## src/rtl/lcd_st7789v3_pkg.sv

```systemverilog
// ----------------------------------------------------------------------------
// lcd_st7789v3_pkg
// Shared definitions for the ST7789V3 serial LCD driver and its receive-side
// monitor (lcd_spi_rx).
//   - ST7789V3 command codes used by the driver init sequence and bench checks
//   - rx_state_t: receive state encoding used by lcd_spi_rx
// ----------------------------------------------------------------------------
package lcd_st7789v3_pkg;

    localparam logic [7:0] CMD_SWRESET = 8'h01;
    localparam logic [7:0] CMD_SLPOUT  = 8'h11;
    localparam logic [7:0] CMD_NORON   = 8'h13;
    localparam logic [7:0] CMD_INVON   = 8'h21;
    localparam logic [7:0] CMD_DISPON  = 8'h29;
    localparam logic [7:0] CMD_CASET   = 8'h2A;
    localparam logic [7:0] CMD_RASET   = 8'h2B;
    localparam logic [7:0] CMD_RAMWR   = 8'h2C;

    // Plain vector encoding keeps the state register compatible with
    // existing tools that expect constant-coded states.
    typedef logic [0:0] rx_state_t;

    localparam rx_state_t RX_IDLE  = 1'b0;
    localparam rx_state_t RX_SHIFT = 1'b1;

endpackage

```

## src/rtl/lcd_sync_edge.sv

```systemverilog
// ----------------------------------------------------------------------------
// lcd_sync_edge
// Brings one asynchronous bus input into the clk domain and flags its edges.
//
// Parameters:
//   SYNC_STAGES  number of synchronizer flops (2..3)
// Ports:
//   clk   in   system clock
//   rst   in   synchronous active-high reset
//   din   in   asynchronous input
//   sync  out  synchronized level
//   rise  out  1 for one cycle when sync goes 0 -> 1
//   fall  out  1 for one cycle when sync goes 1 -> 0
// ----------------------------------------------------------------------------
module lcd_sync_edge #(
    parameter int SYNC_STAGES = 2
) (
    input  logic clk,
    input  logic rst,
    input  logic din,
    output logic sync,
    output logic rise,
    output logic fall
);

    logic [SYNC_STAGES-1:0] chain;
    logic                   prev;

    // All flops reset to 0: a CS line already low when reset is released
    // therefore produces no fall, so reception waits for a fresh CS fall.
    always_ff @(posedge clk) begin
        if (rst) begin
            chain <= '0;
            prev  <= 1'b0;
        end else begin
            chain <= {chain[SYNC_STAGES-2:0], din};
            prev  <= chain[SYNC_STAGES-1];
        end
    end

    assign sync = chain[SYNC_STAGES-1];
    assign rise = sync & ~prev;
    assign fall = ~sync & prev;

endmodule

```

## src/rtl/lcd_spi_rx.sv

```systemverilog
// ----------------------------------------------------------------------------
// lcd_spi_rx
// Receive-side decoder / bus monitor for the 4-wire ST7789V3 serial LCD bus.
// Oversamples CS/SCL/SDA/DCX in the clk domain, deserializes bytes, tags
// them as command or parameter and presents them on a valid/ready stream.
//
// Optional feature macro: LCD_SPI_RX_CMD_TRACK_EN
//   defined   : cur_cmd / arg_idx track the owning command and parameter index
//   undefined : cur_cmd and arg_idx are tied to 0, no tracking registers
//
// Parameters:
//   SYNC_STAGES  synchronizer depth per bus input (2..3)
//   MSB_FIRST    1: first SCL bit is bit 7, 0: first bit is bit 0
// Ports:
//   clk          in   system clock
//   rst          in   synchronous active-high reset
//   lcd_cs       in   chip select, active low (async)
//   lcd_scl      in   serial clock, data sampled on rising edge (async)
//   lcd_sd       in   serial data
//   lcd_rs       in   D/CX, 0 = command, 1 = parameter
//   byte_valid   out  holding register full
//   byte_ready   in   consumer accepts byte when byte_valid && byte_ready
//   byte_data    out  received byte
//   byte_is_cmd  out  byte was received with rs = 0
//   cur_cmd      out  last command byte loaded
//   arg_idx      out  parameter index of byte_data, saturates at 63
//   overrun      out  sticky, a completed byte was dropped
//   frame_err    out  one-cycle pulse, CS deasserted mid-byte
//
// State table (rx_state):
//   state     | meaning
//   RX_IDLE   | CS high or no CS fall seen yet; bit counter held at 0
//   RX_SHIFT  | CS low; shifting bits on SCL rises, 8 rises = one byte
// ----------------------------------------------------------------------------
module lcd_spi_rx
    import lcd_st7789v3_pkg::*;
#(
    parameter int SYNC_STAGES = 2,
    parameter bit MSB_FIRST   = 1'b1
) (
    input  logic       clk,
    input  logic       rst,
    input  logic       lcd_cs,
    input  logic       lcd_scl,
    input  logic       lcd_sd,
    input  logic       lcd_rs,
    output logic       byte_valid,
    input  logic       byte_ready,
    output logic [7:0] byte_data,
    output logic       byte_is_cmd,
    output logic [7:0] cur_cmd,
    output logic [5:0] arg_idx,
    output logic       overrun,
    output logic       frame_err
);

    logic cs_sync, cs_rise, cs_fall;
    logic scl_sync, scl_rise, scl_fall;
    logic sd_sync, sd_rise, sd_fall;
    logic rs_sync, rs_rise, rs_fall;

    lcd_sync_edge #(.SYNC_STAGES(SYNC_STAGES)) u_sync_cs (
        .clk  (clk),
        .rst  (rst),
        .din  (lcd_cs),
        .sync (cs_sync),
        .rise (cs_rise),
        .fall (cs_fall)
    );

    lcd_sync_edge #(.SYNC_STAGES(SYNC_STAGES)) u_sync_scl (
        .clk  (clk),
        .rst  (rst),
        .din  (lcd_scl),
        .sync (scl_sync),
        .rise (scl_rise),
        .fall (scl_fall)
    );

    lcd_sync_edge #(.SYNC_STAGES(SYNC_STAGES)) u_sync_sd (
        .clk  (clk),
        .rst  (rst),
        .din  (lcd_sd),
        .sync (sd_sync),
        .rise (sd_rise),
        .fall (sd_fall)
    );

    lcd_sync_edge #(.SYNC_STAGES(SYNC_STAGES)) u_sync_rs (
        .clk  (clk),
        .rst  (rst),
        .din  (lcd_rs),
        .sync (rs_sync),
        .rise (rs_rise),
        .fall (rs_fall)
    );

    logic unused_edges;
    assign unused_edges = ^{scl_sync, scl_fall, sd_rise, sd_fall, rs_rise, rs_fall};

    // ------------------------------------------------------------------
    // Deserializer
    // ------------------------------------------------------------------
    rx_state_t  rx_state;
    logic [2:0] bit_cnt;
    logic [7:0] shift_reg;
    logic [7:0] shift_next;
    logic       byte_done;
    logic [7:0] done_data;
    logic       done_rs;

    always_comb begin
        shift_next = shift_reg;
        if (MSB_FIRST) begin
            shift_next = {shift_reg[6:0], sd_sync};
        end else begin
            shift_next = {sd_sync, shift_reg[7:1]};
        end
    end

    // byte_done/done_data form one pipeline stage between the 8th SCL rise
    // and the holding register load.
    always_ff @(posedge clk) begin
        if (rst) begin
            rx_state  <= RX_IDLE;
            bit_cnt   <= 3'd0;
            shift_reg <= 8'h00;
            byte_done <= 1'b0;
            done_data <= 8'h00;
            done_rs   <= 1'b0;
            frame_err <= 1'b0;
        end else begin
            byte_done <= 1'b0;
            frame_err <= 1'b0;
            case (rx_state)
                RX_IDLE: begin
                    bit_cnt <= 3'd0;
                    if (cs_fall) begin
                        rx_state <= RX_SHIFT;
                    end
                end
                RX_SHIFT: begin
                    if (cs_sync) begin
                        // Partial byte is abandoned; only a mid-byte CS rise
                        // is an error.
                        rx_state  <= RX_IDLE;
                        bit_cnt   <= 3'd0;
                        frame_err <= cs_rise && (bit_cnt != 3'd0);
                    end else if (scl_rise) begin
                        shift_reg <= shift_next;
                        bit_cnt   <= bit_cnt + 3'd1;
                        if (bit_cnt == 3'd7) begin
                            byte_done <= 1'b1;
                            done_data <= shift_next;
                            done_rs   <= rs_sync;
                        end
                    end
                end
                default: begin
                    rx_state <= RX_IDLE;
                end
            endcase
        end
    end

    // ------------------------------------------------------------------
    // Single-entry output holding register
    // ------------------------------------------------------------------
    logic pop;
    logic load;
    logic drop;

    assign pop  = byte_valid && byte_ready;
    assign load = byte_done && (!byte_valid || byte_ready);
    assign drop = byte_done && byte_valid && !byte_ready;

    always_ff @(posedge clk) begin
        if (rst) begin
            byte_valid  <= 1'b0;
            byte_data   <= 8'h00;
            byte_is_cmd <= 1'b0;
            overrun     <= 1'b0;
        end else begin
            if (load) begin
                byte_valid  <= 1'b1;
                byte_data   <= done_data;
                byte_is_cmd <= !done_rs;
            end else if (pop) begin
                byte_valid  <= 1'b0;
            end
            if (drop) begin
                overrun <= 1'b1;
            end
        end
    end

    // ------------------------------------------------------------------
    // Command tracking, updated only when a byte is actually loaded
    // ------------------------------------------------------------------
`ifdef LCD_SPI_RX_CMD_TRACK_EN
    logic [5:0] next_idx;

    always_ff @(posedge clk) begin
        if (rst) begin
            cur_cmd  <= 8'h00;
            arg_idx  <= 6'd0;
            next_idx <= 6'd0;
        end else if (load) begin
            if (!done_rs) begin
                cur_cmd  <= done_data;
                arg_idx  <= 6'd0;
                next_idx <= 6'd0;
            end else begin
                arg_idx <= next_idx;
                if (next_idx != 6'd63) begin
                    next_idx <= next_idx + 6'd1;
                end
            end
        end
    end
`else
    assign cur_cmd = 8'h00;
    assign arg_idx = 6'd0;
`endif

endmodule

```

## config.mk

```make
export PLATFORM = sky130hd
export DESIGN_NAME = lcd_spi_rx
export DESIGN_NICKNAME = d
export VERILOG_FILES = /design/src/rtl/lcd_st7789v3_pkg.sv /design/src/rtl/lcd_sync_edge.sv /design/src/rtl/lcd_spi_rx.sv
export SDC_FILE = /design/constraint.sdc
export NUM_CORES = 1
export LEC_CHECK = 0
export BUFFER_PORTS_ARGS = -buffer_cell sky130_fd_sc_hd__buf_2
export CAP_MARGIN = 20
export CORE_MARGIN = 4
export CORE_UTILIZATION = 53
export DETAILED_ROUTE_END_ITERATION = 12
export PLACE_DENSITY = 0.77
export SLEW_MARGIN = 10
export SYNTH_ARGS = -nofsm -noshare
export SYNTH_HDL_FRONTEND = slang
export SYNTH_SLANG_ARGS = --single-unit
```

## constraint.sdc

```tcl
create_clock -name clk -period 1.55 [get_ports clk]
set_input_delay 0.0775 -clock clk [delete_from_list [all_inputs] [get_ports clk]]
set_output_delay 0.0775 -clock clk [all_outputs]
set_load 0.1 [all_outputs]
```

==> results.sh, run 1 <==
export IMPL_rows=20
export IMPL_route_antenna_remaining_nets=0
export IMPL_final_common_cell="dfxtp_1"
export IMPL_max_cap_violations=0
export IMPL_coreArea_sq_um=3103
export IMPL_clockRootBuffer="clkbuf_4"
export IMPL_grt_use_total_pct=14.35
export IMPL_synthDistinctLibCells=25
export IMPL_ys_async_sr_fraction_pct=0
export IMPL_grt_max_degree=31
export IMPL_die_w_microns=65.22
export IMPL_cpMostUsedCell="ha_1"
export IMPL_gp_congestion=0.7496
export IMPL_boundaryPins=33
export IMPL_synth_avg_cell_area_sq_um=10.09
export IMPL_cp_required_ps=1840
export IMPL_path_cells="ha_1, ha_1, and2_4, nor2b_4"
export IMPL_netSwitchingFraction_pct=24.78
export IMPL_powerDensity_nw_per_um2=1062
export IMPL_yosys_top_cells_area="dfxtp_1 50%, buf_4 6.5%, mux2i_1 5.2%"
export IMPL_outcome="finished clean"
export IMPL_pwr_share_clk_pct=34.9
export IMPL_drt_iter0_markers=61
export IMPL_cts_tree="done"
export IMPL_drc_errors=0
export IMPL_hold_class="input pin to flop"
export IMPL_cpPeakStageDelay_ps=410
export IMPL_fin_skew_ps=8.244
export IMPL_yosysTopAreaCell="dfxtp_1"
export IMPL_via_count=1174
export IMPL_nets=203
export IMPL_power_frac_comb_pct=10.0
export IMPL_dieArea_sq_um=4254
export IMPL_wl_per_cell_microns=11.38
export IMPL_die_h_microns=65.22
export IMPL_fin_crit_sh_pct=79.41
export IMPL_ys_flop_type="dfxtp_1"
export IMPL_slowest_stage="dfxtp_1"
export IMPL_h_tree_depth=2
export IMPL_clock_latency_ps=340
export IMPL_maxClockFrequency_ghz=0.8124
export IMPL_path_buf_inv=0
export IMPL_yosysTopAreaCellShare_pct=49.60
export IMPL_min_from="rst"
export IMPL_worstSetupStartpoint="bit_cnt[0]$_SDFFE_PP0P_"
export IMPL_postSynthCellCount=172
export IMPL_seq_area_frac_synth_pct=49.60
export IMPL_dp_cells=226
export IMPL_holdBufCountCts=4
export IMPL_antenna_cells=0
export IMPL_critPathKind="flop to flop"
export IMPL_crit_fanout=10
export IMPL_vdd_ir_drop_worst_v=0.0006395
export IMPL_grt_overflow=0
export IMPL_antenna_found_initial=0
export IMPL_p_int_uw=1528
export IMPL_layout_drive_gt1_share_pct=22.16
export IMPL_rsz0062_at_grt="no"
export IMPL_grt_pass1_vias=1107
export IMPL_grt_pass1_wl_mm=4.761
export IMPL_post_cts_setup_buffers=0
export IMPL_synth_edff_count=0
export IMPL_area_growth_pct=10.24
export IMPL_min_period_ps=1231
export IMPL_ys_ff_latch=43
export IMPL_arrival_ps=1520
export IMPL_r2r_start="bit_cnt[0]$_SDFFE_PP0P_"
export IMPL_clkTransAtPathRegs_ps=120
export IMPL_cts_num_sinks=43
export IMPL_r2r_cells=4
export IMPL_synth_warnings=0
export IMPL_endpoint_kind="flop"
export IMPL_dp_hpwl_mm=2.048
export IMPL_viasPerCell=4.933
export IMPL_numCtsBuffers=5
export IMPL_cts_resized_gates=0
export IMPL_seqPwrFrac_pct=55.2
export IMPL_drt_first_pass_iters=4
export IMPL_syn_area_sq_um=1735
export IMPL_mostFrequentLayoutCells="42 x dfxtp_1, 18 x buf_2, 14 x conb_1"
export IMPL_holdPathEnd="shift_reg[6]$_SDFFE_PP0P_"
export IMPL_drt_wl_total_mm=2.708
export IMPL_p_switching_uw=503.3
export IMPL_leakage_uw=0.0007578
export IMPL_worst_setup_path_start_kind="flop"
export IMPL_rrSetupSlack_ps=320
export IMPL_start_util_pct=55.93
export IMPL_setup_violations=0
export IMPL_cp_top_family="simple AND/OR/NAND/NOR gates"
export IMPL_total_power_uw=2031
export IMPL_cts_path_max_buffers=2
export IMPL_fin_setup_tns_ps=0
export IMPL_whs_path_depth=2
export IMPL_slew_viol_final=0
export IMPL_portBuffers=18
export IMPL_reg2reg_to="byte_done$_SDFF_PP0_"
export IMPL_hold_viol=0
export IMPL_instances_no_fill=238
[worst register-to-register path, stage by stage (launching register included)]
cell and delay, ps:
dfxtp_1 410, ha_1 170, ha_1 180, and2_4 260, nor2b_4 170
[stage by stage]
| step | hold WS, ps | utilization, % | area (sq um) | worst slack, ps |
|---|---|---|---|---|
| after global placement | 290.0 | 57.58 | 1787 | 369.9 |
| after global routing | 184.6 | 61.65 | 1913 | 195.9 |
| after floorplan | 157.2 | - | 1785 | 167.3 |
| after detailed placement | 296.2 | 57.58 | 1787 | 334.9 |
| after CTS | 158.1 | 61.65 | 1913 | 311.9 |
| final | 168.1 | 61.65 | 1913 | 319.1 |
[kinds of logic (layout without fill, tap and decap cells)]
| kind of cell | Yosys count | after routing | synth area share (%) |
|---|---|---|---|
| other | 1 | 14 | 0.2161 |
| muxes | 9 | 9 | 5.191 |
| adders and majority gates | 3 | 3 | 2.163 |
| DFF | 43 | 43 | 49.60 |
| and+or+nand+nor | 58 | 58 | 21.12 |
| xor gates and xnor gates | 1 | 1 | 0.5048 |
| AOI/OAI and AO/OA | 29 | 29 | 10.53 |
| buffers and inverters | 28 | 37 | 10.67 |
[power by group through the flow]
stage	combinational, uW	sequential, uW	clock (uW)
after global placement	192	1150	0
after global routing	210	1120	771
final	202	1120	708
after floorplan	210	1140	0
after detailed placement	193	1150	0
after CTS	201	1120	730
[worst max path at each step]
stage                                 to  slack (ps)  cells after the start
3_3_place_gp        byte_done$_SDFF_PP0_         370                      4
5_1_grt        shift_reg[4]$_SDFFE_PP0P_         200                      4
2_1_floorplan       byte_done$_SDFF_PP0_         170                      6
3_5_place_dp   shift_reg[4]$_SDFFE_PP0P_         330                      4
6_report            byte_done$_SDFF_PP0_         320                      4
4_1_cts        shift_reg[4]$_SDFFE_PP0P_         310                      4
[cell usage after synthesis, types with 3 or more instances]
master	number
nor2b_1	12
clkbuf_1	8
buf_4	15
o21ai_2	9
o21ai_0	8
a21oi_1	11
inv_1	3
nor2_1	12
nand2b_1	11
dfxtp_1	43
ha_1	3
nand4b_1	9
nand3_1	8
mux2i_1	9
[layout make-up]
| cell class | instances | area [sq um] |
|---|---|---|
| clock buffer | 6 | 51.30 |
| clock inverter | 2 | 35.03 |
| fill | 281 | 1190 |
| inverter | 3 | 11.26 |
| multi-input combinational | 114 | 738.2 |
| sequential | 43 | 862.1 |
| tap | 44 | 55.05 |
| timing repair buffer | 26 | 160.2 |
[metal layers]
layer	up-vias	GRT usage (%)	part of all wire, %
met5	-	0	0
met4	0	6.995	2.0
met3	5	4.274	6.3
met2	35	25.03	48
met1	533	15.76	43
li1	601	-	-
Power figures use the tool's default switching activity.
==> run 2, diff against run 1 <==
--- a/config.mk
+++ b/config.mk
@@ -5,6 +5,7 @@
 export SDC_FILE = /design/constraint.sdc
 export NUM_CORES = 1
 export LEC_CHECK = 0
+export ABC_AREA = 1
 export BUFFER_PORTS_ARGS = -buffer_cell sky130_fd_sc_hd__buf_2
 export CAP_MARGIN = 20
 export CORE_MARGIN = 4
==> constraint.sdc (replaced) <==
create_clock -name clk -period 1.23 [get_ports clk]
set_input_delay 0.0615 -clock clk [delete_from_list [all_inputs] [get_ports clk]]
set_output_delay 0.0615 -clock clk [all_outputs]
set_load 0.1 [all_outputs]
==> results.sh, run 2 <==
export IMPL_slew_viol_final=0
export IMPL_route_antenna_remaining_nets=0
export IMPL_cp_required_ps=1170
export IMPL_rrSetupSlack_ps=60
export IMPL_gp_congestion=0.7778
export IMPL_yosysTopAreaCell="dfxtp_1"
export IMPL_max_cap_violations=0
export IMPL_setup_violations=0
export IMPL_portBuffers=18
export IMPL_fin_skew_ps=8.077
export IMPL_seqPwrFrac_pct=60.5
export IMPL_use_met1_pct=17.08
export IMPL_use_met2_pct=23.97
export IMPL_min_period_ps=1184
export IMPL_seq_area_frac_synth_pct=51.23
export IMPL_ys_ff_latch=43
export IMPL_h_tree_depth=2
export IMPL_clock_latency_ps=350
export IMPL_numCtsBuffers=5
export IMPL_syn_area_sq_um=1680
export IMPL_hold_viol=0
export IMPL_grt_use_total_pct=14.84
export IMPL_synthDistinctLibCells=23
export IMPL_grt_overflow=0
export IMPL_p_switching_uw=681.8
export IMPL_netSwitchingFraction_pct=29.11
export IMPL_place_area_sq_um=1775
export IMPL_fin_crit_sh_pct=96.30
export IMPL_path_cells="buf_2"
export IMPL_grt_max_degree=18
export IMPL_synth_warnings=0
export IMPL_place_ws_ps=-8.913
export IMPL_nets=238
export IMPL_antenna_cells=0
export IMPL_final_common_cell="nor2_1"
export IMPL_mostFrequentLayoutCells="41 x nor2_1, 39 x dfxtp_1, 25 x nand2_1"
export IMPL_synth_edff_count=0
export IMPL_critPathKind="flop to output pin"
export IMPL_r2r_start="bit_cnt[0]$_SDFFE_PP0P_"
export IMPL_start_util_pct=55.04
export IMPL_via_count=1203
export IMPL_reg2reg_to="done_data[3]$_SDFFE_PP0P_"
export IMPL_postSynthCellCount=198
export IMPL_endpoint_kind="output pin"
export IMPL_maxClockFrequency_ghz=0.8443
export IMPL_cp_top_family="buffers and inverters"
export IMPL_endpoint="overrun"
export IMPL_yosys_top_cells_area="dfxtp_1 51%, nor2_1 9.8%, buf_4 6.3%"
export IMPL_dieArea_sq_um=4135
export IMPL_area_growth_pct=17.65
export IMPL_cts_path_max_buffers=2
export IMPL_clockRootBuffer="clkbuf_4"
export IMPL_cts_tree="done"
export IMPL_cts_num_sinks=43
export IMPL_r2r_cells=6
export IMPL_outcome="finished clean"
export IMPL_yosysTopAreaCellShare_pct=51.23
export IMPL_leakage_uw=0.0008305
export IMPL_area_sequential_sq_um=868.3
export IMPL_synth_avg_cell_area_sq_um=8.487
export IMPL_worst_setup_path_start_kind="flop"
export IMPL_synth_common_cells="44 x nor2_1, 43 x dfxtp_1, 26 x nand2_1, 14 x buf_4, 14 x inv_1"
export IMPL_drt_wl_total_mm=2.773
export IMPL_wl_per_cell_microns=10.16
export IMPL_multi_input_area_sq_um=743.2
export IMPL_die_w_microns=64.31
export IMPL_drc_errors=0
export IMPL_drt_first_pass_iters=4
export IMPL_powerDensity_nw_per_um2=1185
export IMPL_synth_most_common_cell="nor2_1"
export IMPL_arrival_ps=1120
export IMPL_antenna_found_initial=0
export IMPL_path_depth=1
export IMPL_vdd_ir_drop_worst_v=0.0008475
export IMPL_setup_slack_ps=45.53
export IMPL_clkTransAtPathRegs_ps=120
export IMPL_fillers=279
export IMPL_path_buf_inv=1
export IMPL_boundaryPins=33
export IMPL_dp_hpwl_mm=1.882
export IMPL_fin_util_pct=64.75
export IMPL_pwr_share_clk_pct=27.9
export IMPL_die_h_microns=64.31
export IMPL_drt_iter0_markers=43
export IMPL_grt_pass1_wl_mm=4.671
export IMPL_worstSetupStartpoint="overrun$_SDFFE_PP0P_"
export IMPL_final_area_sq_um=1977
export IMPL_slowest_stage="buf_2"
export IMPL_layout_drive_gt1_share_pct=27.95
export IMPL_cpPeakStageDelay_ps=430
export IMPL_power_frac_comb_pct=11.7
export IMPL_p_int_uw=1660
export IMPL_crit_fanout=2
export IMPL_hold_class="input pin to flop"
export IMPL_ys_flop_type="dfxtp_1"
export IMPL_grt_met3_usage_pct=4.218
export IMPL_grt_busiest_layer="met2"
export IMPL_grt_pass1_vias=1074
export IMPL_ys_async_sr_fraction_pct=0
export IMPL_coreArea_sq_um=3053
export IMPL_rows=20
export IMPL_viasPerCell=4.407
==> run 2: changes by cell type in the layout (fill, tap and decap cells not counted), moves of 10 or more <==
cell      previous run  this run
nor2_1              12        41
nand2_1              0        25
nor2b_1             12         0
nand2b_1            11         0
clkbuf_4             5        15
buf_2               18         8
inv_1                3        14
==> run 2: worst min path at each step <==
stage,cells past startpoint,to,from,slack [ps]
global route,2,done_data[4]$_SDFFE_PP0P_,rst,20
detailed placement,3,u_sync_sd.chain[0]$_SDFF_PP0_,lcd_sd,270
global placement,3,u_sync_rs.chain[0]$_SDFF_PP0_,lcd_rs,260
finish,4,byte_valid$_SDFFE_PP0P_,byte_ready,10
CTS,4,byte_valid$_SDFFE_PP0P_,byte_ready,2
floorplan,2,u_sync_cs.chain[0]$_SDFF_PP0_,lcd_cs,170
==> run 2: logic make-up (layout without fill, tap and decap cells) <==
logic type / count (synthesis) / in the layout / share of synthesized area [%]
AOI/OAI and AO/OA: 31 / 31 / 10.80
buffers and inverters: 37 / 53 / 11.69
and+or+nand+nor: 83 / 85 / 23.83
adders and majority gates: 3 / 3 / 2.234
DFF: 43 / 43 / 51.23
other: 1 / 14 / 0.2232
==> run 2: routing by layer <==
layer / share of wire, % / wire [microns]
met1: 44 / 1219
met2: 49 / 1345
met3: 5.2 / 144
met4: 2.3 / 63
met5: 0 / 0
==> run 2: metrics by stage <==
step | power [uW] | setup TNS (ps) | cells | hold WS (ps)
3_5_place_dp | 1706 | -10.81 | 258 | 266.3
5_1_grt | 2447 | -2.846 | 273 | 18.69
6_report | 2342 | 0 | 273 | 10.20
3_3_place_gp | 1704 | 0 | 258 | 259.8
4_1_cts | 2364 | 0 | 271 | 1.820
2_1_floorplan | 1722 | 0 | 211 | 168.5
==> run 2: repair_timing <==
| item | in CTS | in global routing |
|---|---|---|
| gates cloned | 1 | 1 |
| hold buffers | 4 | 0 |
| endpoints found under the setup margin | 6 | 19 |
| resized for setup | 2 | 22 |
| buffers inserted | 0 | 1 |
| endpoints found under the hold margin | 4 | 0 |
| pin swaps | 0 | 2 |
==> run 2: area by class of cell <==
cell class,instances,area share [%]
multi-input cells,133,37.59
flip-flops and latches,43,43.92
clock inverters,2,0.6329
repair buffers,26,9.367
clock buffers,6,2.089
well taps,44,2.785
inverters,19,3.608
==> run 2: power groups by stage <==
| stage | Clock, uW | Combinational (uW) | Sequential (uW) |
|---|---|---|---|
| finish | 652 | 273 | 1420 |
| global route | 738 | 290 | 1420 |
| CTS | 679 | 270 | 1420 |
| detailed placement | 0 | 259 | 1450 |
| global placement | 0 | 258 | 1450 |
| floorplan | 0 | 278 | 1440 |
==> run 2: tightest hold or removal path, cell delays in order <==
cell     delay (ps)
buf_2            80
inv_1            40
nand2_1          80
a21oi_1          70
